[src/rtl/zqh_sba_bus_arb_if.sv]
// zqh_sba_bus_arb_if: requester, response and fabric-side signals of the SBA bus arbiter
interface zqh_sba_bus_arb_if #(
    parameter int ADDR_W = 32,
    parameter int DATA_W = 64
);
    localparam int MASK_W = DATA_W / 8;
    logic              req0_valid, req0_ready, req0_write;
    logic [ADDR_W-1:0] req0_addr;
    logic [DATA_W-1:0] req0_wdata;
    logic [MASK_W-1:0] req0_mask;
    logic              req1_valid, req1_ready, req1_write;
    logic [ADDR_W-1:0] req1_addr;
    logic [DATA_W-1:0] req1_wdata;
    logic [MASK_W-1:0] req1_mask;
    logic              rsp0_valid, rsp0_err;
    logic [DATA_W-1:0] rsp0_rdata;
    logic              rsp1_valid, rsp1_err;
    logic [DATA_W-1:0] rsp1_rdata;
    logic              bus_req_valid, bus_req_ready, bus_req_write;
    logic [ADDR_W-1:0] bus_req_addr;
    logic [DATA_W-1:0] bus_req_wdata;
    logic [MASK_W-1:0] bus_req_mask;
    logic              bus_rsp_valid, bus_rsp_err;
    logic [DATA_W-1:0] bus_rsp_rdata;
    modport slave (
        input  req0_valid, req0_write, req0_addr, req0_wdata, req0_mask,
        input  req1_valid, req1_write, req1_addr, req1_wdata, req1_mask,
        output req0_ready, req1_ready,
        output rsp0_valid, rsp0_rdata, rsp0_err, rsp1_valid, rsp1_rdata, rsp1_err,
        output bus_req_valid, bus_req_write, bus_req_addr, bus_req_wdata, bus_req_mask,
        input  bus_req_ready, bus_rsp_valid, bus_rsp_rdata, bus_rsp_err
    );
    modport master (
        output req0_valid, req0_write, req0_addr, req0_wdata, req0_mask,
        output req1_valid, req1_write, req1_addr, req1_wdata, req1_mask,
        input  req0_ready, req1_ready,
        input  rsp0_valid, rsp0_rdata, rsp0_err, rsp1_valid, rsp1_rdata, rsp1_err,
        input  bus_req_valid, bus_req_write, bus_req_addr, bus_req_wdata, bus_req_mask,
        output bus_req_ready, bus_rsp_valid, bus_rsp_rdata, bus_rsp_err
    );
endinterface

[src/rtl/zqh_sba_bus_arb.sv]
// zqh_sba_bus_arb: one-outstanding arbiter sharing a system-bus master between core (0) and debug SBA (1)
module zqh_sba_bus_arb #(
    parameter int ADDR_W  = 32,
    parameter int DATA_W  = 64,
    parameter int TIMEOUT = 1023,
    parameter bit RR_EN   = 1'b1
) (
    input  logic             clock,
    input  logic             reset,
    zqh_sba_bus_arb_if.slave io,
    output logic             busy,
    output logic             owner,
    output logic             timeout_pulse
);
    localparam int TW = TIMEOUT > 0 ? $clog2(TIMEOUT + 1) : 1;
    localparam logic [TW-1:0] TMO_LAST = TW'(TIMEOUT > 0 ? TIMEOUT - 1 : 0);
    typedef enum logic [1:0] {IDLE, REQ, RSP} state_t;
    state_t                state;
    logic                  last_owner;
    logic [TW-1:0]         tmo_cnt;
    logic                  grant, win, tmo_fire, done, win_write;
    logic [ADDR_W-1:0]     win_addr;
    logic [DATA_W-1:0]     win_wdata, fin_rdata;
    logic [DATA_W/8-1:0]   win_mask;
    logic                  fin_err;
    always_comb begin
        grant     = state == IDLE && (io.req0_valid || io.req1_valid);
        win       = io.req0_valid && io.req1_valid ? (RR_EN ? !last_owner : 1'b1) : io.req1_valid;
        win_write = win ? io.req1_write : io.req0_write;
        win_addr  = win ? io.req1_addr  : io.req0_addr;
        win_wdata = win ? io.req1_wdata : io.req0_wdata;
        win_mask  = win ? io.req1_mask  : io.req0_mask;
        // a real response in the firing cycle beats the timeout
        tmo_fire  = TIMEOUT != 0 && tmo_cnt == TMO_LAST && !io.bus_rsp_valid;
        done      = state == RSP && (io.bus_rsp_valid || tmo_fire);
        fin_rdata = io.bus_rsp_valid ? io.bus_rsp_rdata : {DATA_W{1'b0}};
        fin_err   = !io.bus_rsp_valid || io.bus_rsp_err;
    end
    assign io.req0_ready = grant && !win;
    assign io.req1_ready = grant && win;
    always_ff @(posedge clock) begin
        if (reset) begin
            state            <= IDLE;
            last_owner       <= 1'b1;
            owner            <= 1'b0;
            busy             <= 1'b0;
            timeout_pulse    <= 1'b0;
            tmo_cnt          <= '0;
            io.rsp0_valid    <= 1'b0;
            io.rsp0_rdata    <= '0;
            io.rsp0_err      <= 1'b0;
            io.rsp1_valid    <= 1'b0;
            io.rsp1_rdata    <= '0;
            io.rsp1_err      <= 1'b0;
            io.bus_req_valid <= 1'b0;
            io.bus_req_write <= 1'b0;
            io.bus_req_addr  <= '0;
            io.bus_req_wdata <= '0;
            io.bus_req_mask  <= '0;
        end else begin
            io.rsp0_valid <= done && !owner;
            io.rsp1_valid <= done && owner;
            timeout_pulse <= tmo_fire && state == RSP;
            if (done && !owner) begin
                io.rsp0_rdata <= fin_rdata;
                io.rsp0_err   <= fin_err;
            end
            if (done && owner) begin
                io.rsp1_rdata <= fin_rdata;
                io.rsp1_err   <= fin_err;
            end
            case (state)
                IDLE: if (grant) begin
                    state            <= REQ;
                    busy             <= 1'b1;
                    owner            <= win;
                    last_owner       <= win;
                    io.bus_req_valid <= 1'b1;
                    io.bus_req_write <= win_write;
                    io.bus_req_addr  <= win_addr;
                    io.bus_req_wdata <= win_wdata;
                    io.bus_req_mask  <= win_mask;
                end
                REQ: if (io.bus_req_ready) begin
                    state            <= RSP;
                    io.bus_req_valid <= 1'b0;
                    tmo_cnt          <= '0;
                end
                RSP: begin
                    tmo_cnt <= &tmo_cnt ? tmo_cnt : tmo_cnt + 1'b1;
                    if (done) begin
                        state <= IDLE;
                        busy  <= 1'b0;
                    end
                end
                default: state <= IDLE;
            endcase
        end
    end
endmodule

[src/flat_wrapper.sv]
// flat-port wrapper written by rule: the top's interface ports become plain ports
module zqh_sba_bus_arb_flat 
#(
    parameter int ADDR_W  = 32,
    parameter int DATA_W  = 64,
    parameter int TIMEOUT = 1023,
    parameter bit RR_EN   = 1'b1
)
  (clock, reset, busy, owner, timeout_pulse, io_req0_valid, io_req0_write, io_req0_addr, io_req0_wdata, io_req0_mask, io_req1_valid, io_req1_write, io_req1_addr, io_req1_wdata, io_req1_mask, io_req0_ready, io_req1_ready, io_rsp0_valid, io_rsp0_rdata, io_rsp0_err, io_rsp1_valid, io_rsp1_rdata, io_rsp1_err, io_bus_req_valid, io_bus_req_write, io_bus_req_addr, io_bus_req_wdata, io_bus_req_mask, io_bus_req_ready, io_bus_rsp_valid, io_bus_rsp_rdata, io_bus_rsp_err);
  zqh_sba_bus_arb_if #(.ADDR_W(ADDR_W), .DATA_W(DATA_W)) io_i ();
  input  logic clock;
  input  logic reset;
  output logic busy;
  output logic owner;
  output logic timeout_pulse;
  input wire logic [$bits(io_i.req0_valid)-1:0] io_req0_valid;
  input wire logic [$bits(io_i.req0_write)-1:0] io_req0_write;
  input wire logic [$bits(io_i.req0_addr)-1:0] io_req0_addr;
  input wire logic [$bits(io_i.req0_wdata)-1:0] io_req0_wdata;
  input wire logic [$bits(io_i.req0_mask)-1:0] io_req0_mask;
  input wire logic [$bits(io_i.req1_valid)-1:0] io_req1_valid;
  input wire logic [$bits(io_i.req1_write)-1:0] io_req1_write;
  input wire logic [$bits(io_i.req1_addr)-1:0] io_req1_addr;
  input wire logic [$bits(io_i.req1_wdata)-1:0] io_req1_wdata;
  input wire logic [$bits(io_i.req1_mask)-1:0] io_req1_mask;
  output wire logic [$bits(io_i.req0_ready)-1:0] io_req0_ready;
  output wire logic [$bits(io_i.req1_ready)-1:0] io_req1_ready;
  output wire logic [$bits(io_i.rsp0_valid)-1:0] io_rsp0_valid;
  output wire logic [$bits(io_i.rsp0_rdata)-1:0] io_rsp0_rdata;
  output wire logic [$bits(io_i.rsp0_err)-1:0] io_rsp0_err;
  output wire logic [$bits(io_i.rsp1_valid)-1:0] io_rsp1_valid;
  output wire logic [$bits(io_i.rsp1_rdata)-1:0] io_rsp1_rdata;
  output wire logic [$bits(io_i.rsp1_err)-1:0] io_rsp1_err;
  output wire logic [$bits(io_i.bus_req_valid)-1:0] io_bus_req_valid;
  output wire logic [$bits(io_i.bus_req_write)-1:0] io_bus_req_write;
  output wire logic [$bits(io_i.bus_req_addr)-1:0] io_bus_req_addr;
  output wire logic [$bits(io_i.bus_req_wdata)-1:0] io_bus_req_wdata;
  output wire logic [$bits(io_i.bus_req_mask)-1:0] io_bus_req_mask;
  input wire logic [$bits(io_i.bus_req_ready)-1:0] io_bus_req_ready;
  input wire logic [$bits(io_i.bus_rsp_valid)-1:0] io_bus_rsp_valid;
  input wire logic [$bits(io_i.bus_rsp_rdata)-1:0] io_bus_rsp_rdata;
  input wire logic [$bits(io_i.bus_rsp_err)-1:0] io_bus_rsp_err;
  assign io_i.req0_valid = io_req0_valid;
  assign io_i.req0_write = io_req0_write;
  assign io_i.req0_addr = io_req0_addr;
  assign io_i.req0_wdata = io_req0_wdata;
  assign io_i.req0_mask = io_req0_mask;
  assign io_i.req1_valid = io_req1_valid;
  assign io_i.req1_write = io_req1_write;
  assign io_i.req1_addr = io_req1_addr;
  assign io_i.req1_wdata = io_req1_wdata;
  assign io_i.req1_mask = io_req1_mask;
  assign io_req0_ready = io_i.req0_ready;
  assign io_req1_ready = io_i.req1_ready;
  assign io_rsp0_valid = io_i.rsp0_valid;
  assign io_rsp0_rdata = io_i.rsp0_rdata;
  assign io_rsp0_err = io_i.rsp0_err;
  assign io_rsp1_valid = io_i.rsp1_valid;
  assign io_rsp1_rdata = io_i.rsp1_rdata;
  assign io_rsp1_err = io_i.rsp1_err;
  assign io_bus_req_valid = io_i.bus_req_valid;
  assign io_bus_req_write = io_i.bus_req_write;
  assign io_bus_req_addr = io_i.bus_req_addr;
  assign io_bus_req_wdata = io_i.bus_req_wdata;
  assign io_bus_req_mask = io_i.bus_req_mask;
  assign io_i.bus_req_ready = io_bus_req_ready;
  assign io_i.bus_rsp_valid = io_bus_rsp_valid;
  assign io_i.bus_rsp_rdata = io_bus_rsp_rdata;
  assign io_i.bus_rsp_err = io_bus_rsp_err;
  zqh_sba_bus_arb #(.ADDR_W(ADDR_W), .DATA_W(DATA_W), .TIMEOUT(TIMEOUT), .RR_EN(RR_EN)) u_core (.clock(clock), .reset(reset), .io(io_i), .busy(busy), .owner(owner), .timeout_pulse(timeout_pulse));
endmodule
[config.mk]
export PLATFORM = sky130hd
export DESIGN_NAME = zqh_sba_bus_arb_flat
export DESIGN_NICKNAME = d
export VERILOG_FILES = /design/src/rtl/zqh_sba_bus_arb_if.sv /design/src/rtl/zqh_sba_bus_arb.sv /design/src/flat_wrapper.sv
export SDC_FILE = /design/constraint.sdc
export NUM_CORES = 1
export LEC_CHECK = 0
export ABC_AREA = 1
export BUFFER_PORTS_ARGS = -buffer_cell sky130_fd_sc_hd__buf_2
export CAP_MARGIN = 20
export CORE_AREA = 5 5 200 202
export DETAILED_ROUTE_END_ITERATION = 8
export DIE_AREA = 0 0 205 207
export GPL_ROUTABILITY_DRIVEN = 1
export PLACE_DENSITY_LB_ADDON = 0.1
export SLEW_MARGIN = 0
export SYNTH_ARGS = -nofsm -noshare
export SYNTH_HDL_FRONTEND = slang
export SYNTH_SLANG_ARGS = --single-unit
export TNS_END_PERCENT = 20
[constraint.sdc]
create_clock -name clock -period 3 [get_ports clock]
set_input_delay 0.6 -clock clock [delete_from_list [all_inputs] [get_ports clock]]
set_output_delay 0.6 -clock clock [all_outputs]
set_load 0.01 [all_outputs]
==> load_flow_metrics.sql <==
INSERT INTO impl_metrics (metric_group, metric, value, unit) VALUES
('status', 'run_status', 'complete, no violations', ''),
('critical_path', 'critical_path_peak_fanout', '8', ''),
('power', 'power_frac_clock', '43.2', '%'),
('job', 'drv_cap', '0', ''),
('critical_path', 'timing.critical_path.to_type', 'output pin', ''),
('clocking', 'clock_sink_count', '254', ''),
('yosys', 'synth.top_cell.area_share', '45.4', '%'),
('route', 'drt-total-wl', '43.5', 'mm'),
('yosys', 'synth-seq-cells', '254', ''),
('route', 'drt-wirelength-per-cell', '16.0', 'um'),
('place', 'port_buffers', '523', ''),
('place', 'place_area', '14200', 'um2'),
('clocking', 'path_clk_slew', '60', 'ps'),
('grt', 'grt_start_max_net_pins', '115', ''),
('route', 'drt.antenna.violating_nets', '0', ''),
('yosys', 'count_of_cell_types_in_the_netlist', '24', ''),
('critical_path', 'critical_path.cell_chain', 'nor2_1, o21ai_4, a21oi_4, buf_2', ''),
('power', 'internal_power', '6250', 'uW'),
('final_layout', 'regArea', '5090', 'um2'),
('final_layout', 'numnets_final', '2459', ''),
('floorplan', 'rows', '72', ''),
('grt', 'grt_first_pass_wirelength', '66.4', 'mm'),
('route', 'remaining_drc_errors', '0', ''),
('power', 'static-leakage-power', '0.00811', 'uW'),
('timing', 'hold_viol_final', '0', ''),
('power', 'seqPwrFrac', '42.6', '%'),
('place', 'pre_cts_ws', '791', 'ps'),
('final_layout', 'fillCellCount', '4207', ''),
('critical_path', 'start_to_end_type_of_the_worst_setup_path', 'flip-flop to output pin', ''),
('critical_path', 'critPathArrivalTime', '1730', 'ps'),
('yosys', 'synth_fp_nets', '2003', ''),
('grt', 'grt-ovfl-total', '0', ''),
('timing', 'fin_worst_hold_slack', '297', 'ps'),
('critical_path', 'crit_path_top_delay_cell', 'dfxtp_1', ''),
('clocking', 'cts-resized-gates', '0', ''),
('route', 'num_vias', '11900', ''),
('place', 'gp_routability_congestion', '0.823', ''),
('power', 'ir_worst_vdd', '0.000405', 'V'),
('floorplan', 'core_region_area', '38100', 'um2'),
('final_layout', 'post_route_cells_drive_above_1_share', '27.2', '%'),
('clocking', 'clockBufferDepth', '3', ''),
('yosys', 'synthesis.area', '11200', 'um2'),
('final_layout', 'finalInstanceArea', '15200', 'um2'),
('final_layout', 'synthToLayoutAreaGrowth', '36.0', '%'),
('floorplan', 'die-width', '205', 'um'),
('floorplan', 'initial_utilization', '29.4', '%'),
('yosys', 'synth_largest_area_cell', 'dfxtp_1', ''),
('final_layout', 'mostFrequentLayoutCell', 'nand2_1', ''),
('timing', 'timing.final.max_slew_violations', '0', ''),
('floorplan', 'floorplan.die_area', '42400', 'um2'),
('final_layout', 'multi_input_area', '4710', 'um2'),
('yosys', 'postSynthAreaPerCell', '6.51', 'um2'),
('yosys', 'synth_area_leaders', 'dfxtp_1 (45%), nand2_1 (23%), inv_1 (8.4%)', ''),
('timing', 'unrepaired_setup_endpoints_after_global_routing', 'no', ''),
('grt', 'grt_pass1_vias', '11400', ''),
('floorplan', 'boundaryPins', '524', ''),
('critical_path', 'worst_ep_required_time', '2400', 'ps'),
('clocking', 'worst_skew_pair_later_pin_latency', '560', 'ps'),
('timing', 'setup_violations', '0', ''),
('route', 'drt_first_pass_iters', '5', ''),
('clocking', 'postCtsHoldBufs', '0', ''),
('final_layout', 'mostFrequentLayoutCells', 'nand2_1 (674), buf_2 (522), dfxtp_1 (253), inv_1 (251), nor2_1 (206)', ''),
('place', 'place_hpwl', '30.8', 'mm'),
('timing', 'final.min_clock_period', '2330', 'ps'),
('timing', 'fin_skew', '8.10', 'ps'),
('floorplan', 'dieHeight', '207', 'um'),
('timing', 'timing_worst_slew_pin_value', '850', 'ps'),
('power', 'switching_share', '27.3', '%'),
('power', 'power.density_cell_area', '564', 'nW/um2'),
('critical_path', 'setup.worst_path.start_class', 'flip-flop', ''),
('clocking', 'cts_setup_buffers', '0', '');
[kinds of logic (layout without fill, tap and decap cells)]
group | count (synthesis) | in the layout | share of synthesized area (%)
compound gates | 129 | 129 | 7.02
simple gates | 968 | 968 | 34.4
buf+inv | 367 | 845 | 12.9
other cells | 0 | 13 | 0
fa+ha+maj | 2 | 2 | 0.223
flops | 254 | 254 | 45.4
[critical path: cells and delay by family, from the launching register on]
kind                   cells  cell delay [ps]
AOI/OAI and AO/OA          2              370
buffers and inverters      1              230
DFF                        1              340
and+or+nand+nor            1              230
[power groups by stage]
stage	Combinational (uW)	Clock, uW	Sequential, uW
global route	1370	3970	3680
CTS	1240	3850	3660
detailed placement	1240	0	3720
global placement	1240	0	3730
finish	1230	3710	3660
floorplan	577	0	3800
[registers in the layout, summed over array words and instances (netlist names), 2 cells and up]
signal and flops:
u_core.io.bus_req_wdata 64, u_core.state 2, u_core.io.bus_req_addr 32, u_core.io.bus_req_mask 8
u_core.io.rsp1_rdata 64, u_core.io.rsp0_rdata 64, u_core.tmo_cnt 10
[path summary, 6_finish.rpt]
| path | startpoint | endpoint | slack [ps] | cells past startpoint |
|---|---|---|---|---|
| setup / recovery | u_core.state[0]$_SDFFE_PP0P_ | io_req0_ready | 670 | 4 |
| hold / removal | io_req0_wdata[14] | u_core.io.bus_req_wdata[14]$_SDFFE_PP0P_ | 300 | 3 |
| setup reg to reg | u_core.tmo_cnt[0]$_SDFFE_PP0P_ | u_core.io.rsp1_rdata[33]$_SDFFE_PP0P_ | 870 | 10 |
| hold reg to reg | u_core.io.rsp0_err$_SDFFE_PP0P_ | u_core.io.rsp0_err$_SDFFE_PP0P_ | 450 | 2 |
[layer usage]
layer  wire length, um  share of wire [%]  up-vias  track usage [%]
met1             17900                 41     5218             23.7
met3              3760                8.6       78             6.18
met5                82               0.19        -                0
met2             20500                 47      403             31.9
li1                  -                  -     6163                -
met4              1270                2.9       12             7.07
[cell usage after synthesis]
cell type,number
nand2_1,674
dfxtp_1,254
inv_1,252
nor2_1,207
a31oi_1,105
clkbuf_1,72
nand4_1,71
buf_2,26
a21oi_1,16
buf_1,11
nand3_1,8
buf_6,5
o21ai_0,4
nand3_2,3
ha_1,2
nor2_2,2
a21oi_2,1
inv_2,1
nand2_4,1
nor4_1,1
o211ai_1,1
o21a_1,1
o21ai_1,1
or2_2,1
[through the flow]
step	cells	utilization [%]	power, uW
2_1_floorplan	1720	-	4380
3_3_place_gp	2662	37.3	4970
3_5_place_dp	2662	37.3	4970
4_1_cts	2716	39.9	8750
5_1_grt	2726	40.0	9020
6_report	2729	40.0	8600
[area by class of cell]
class / instances / share of cell area, %
Clock inverter: 12 / 0.903
Timing Repair Buffer: 538 / 18.4
Clock buffer: 42 / 5.63
Multi-Input combinational cell: 1099 / 30.9
Antenna cell: 13 / 0.214
Inverter: 253 / 6.25
Sequential cell: 254 / 33.4
Tap cell: 518 / 4.25
(Power assumes the default switching activity.)
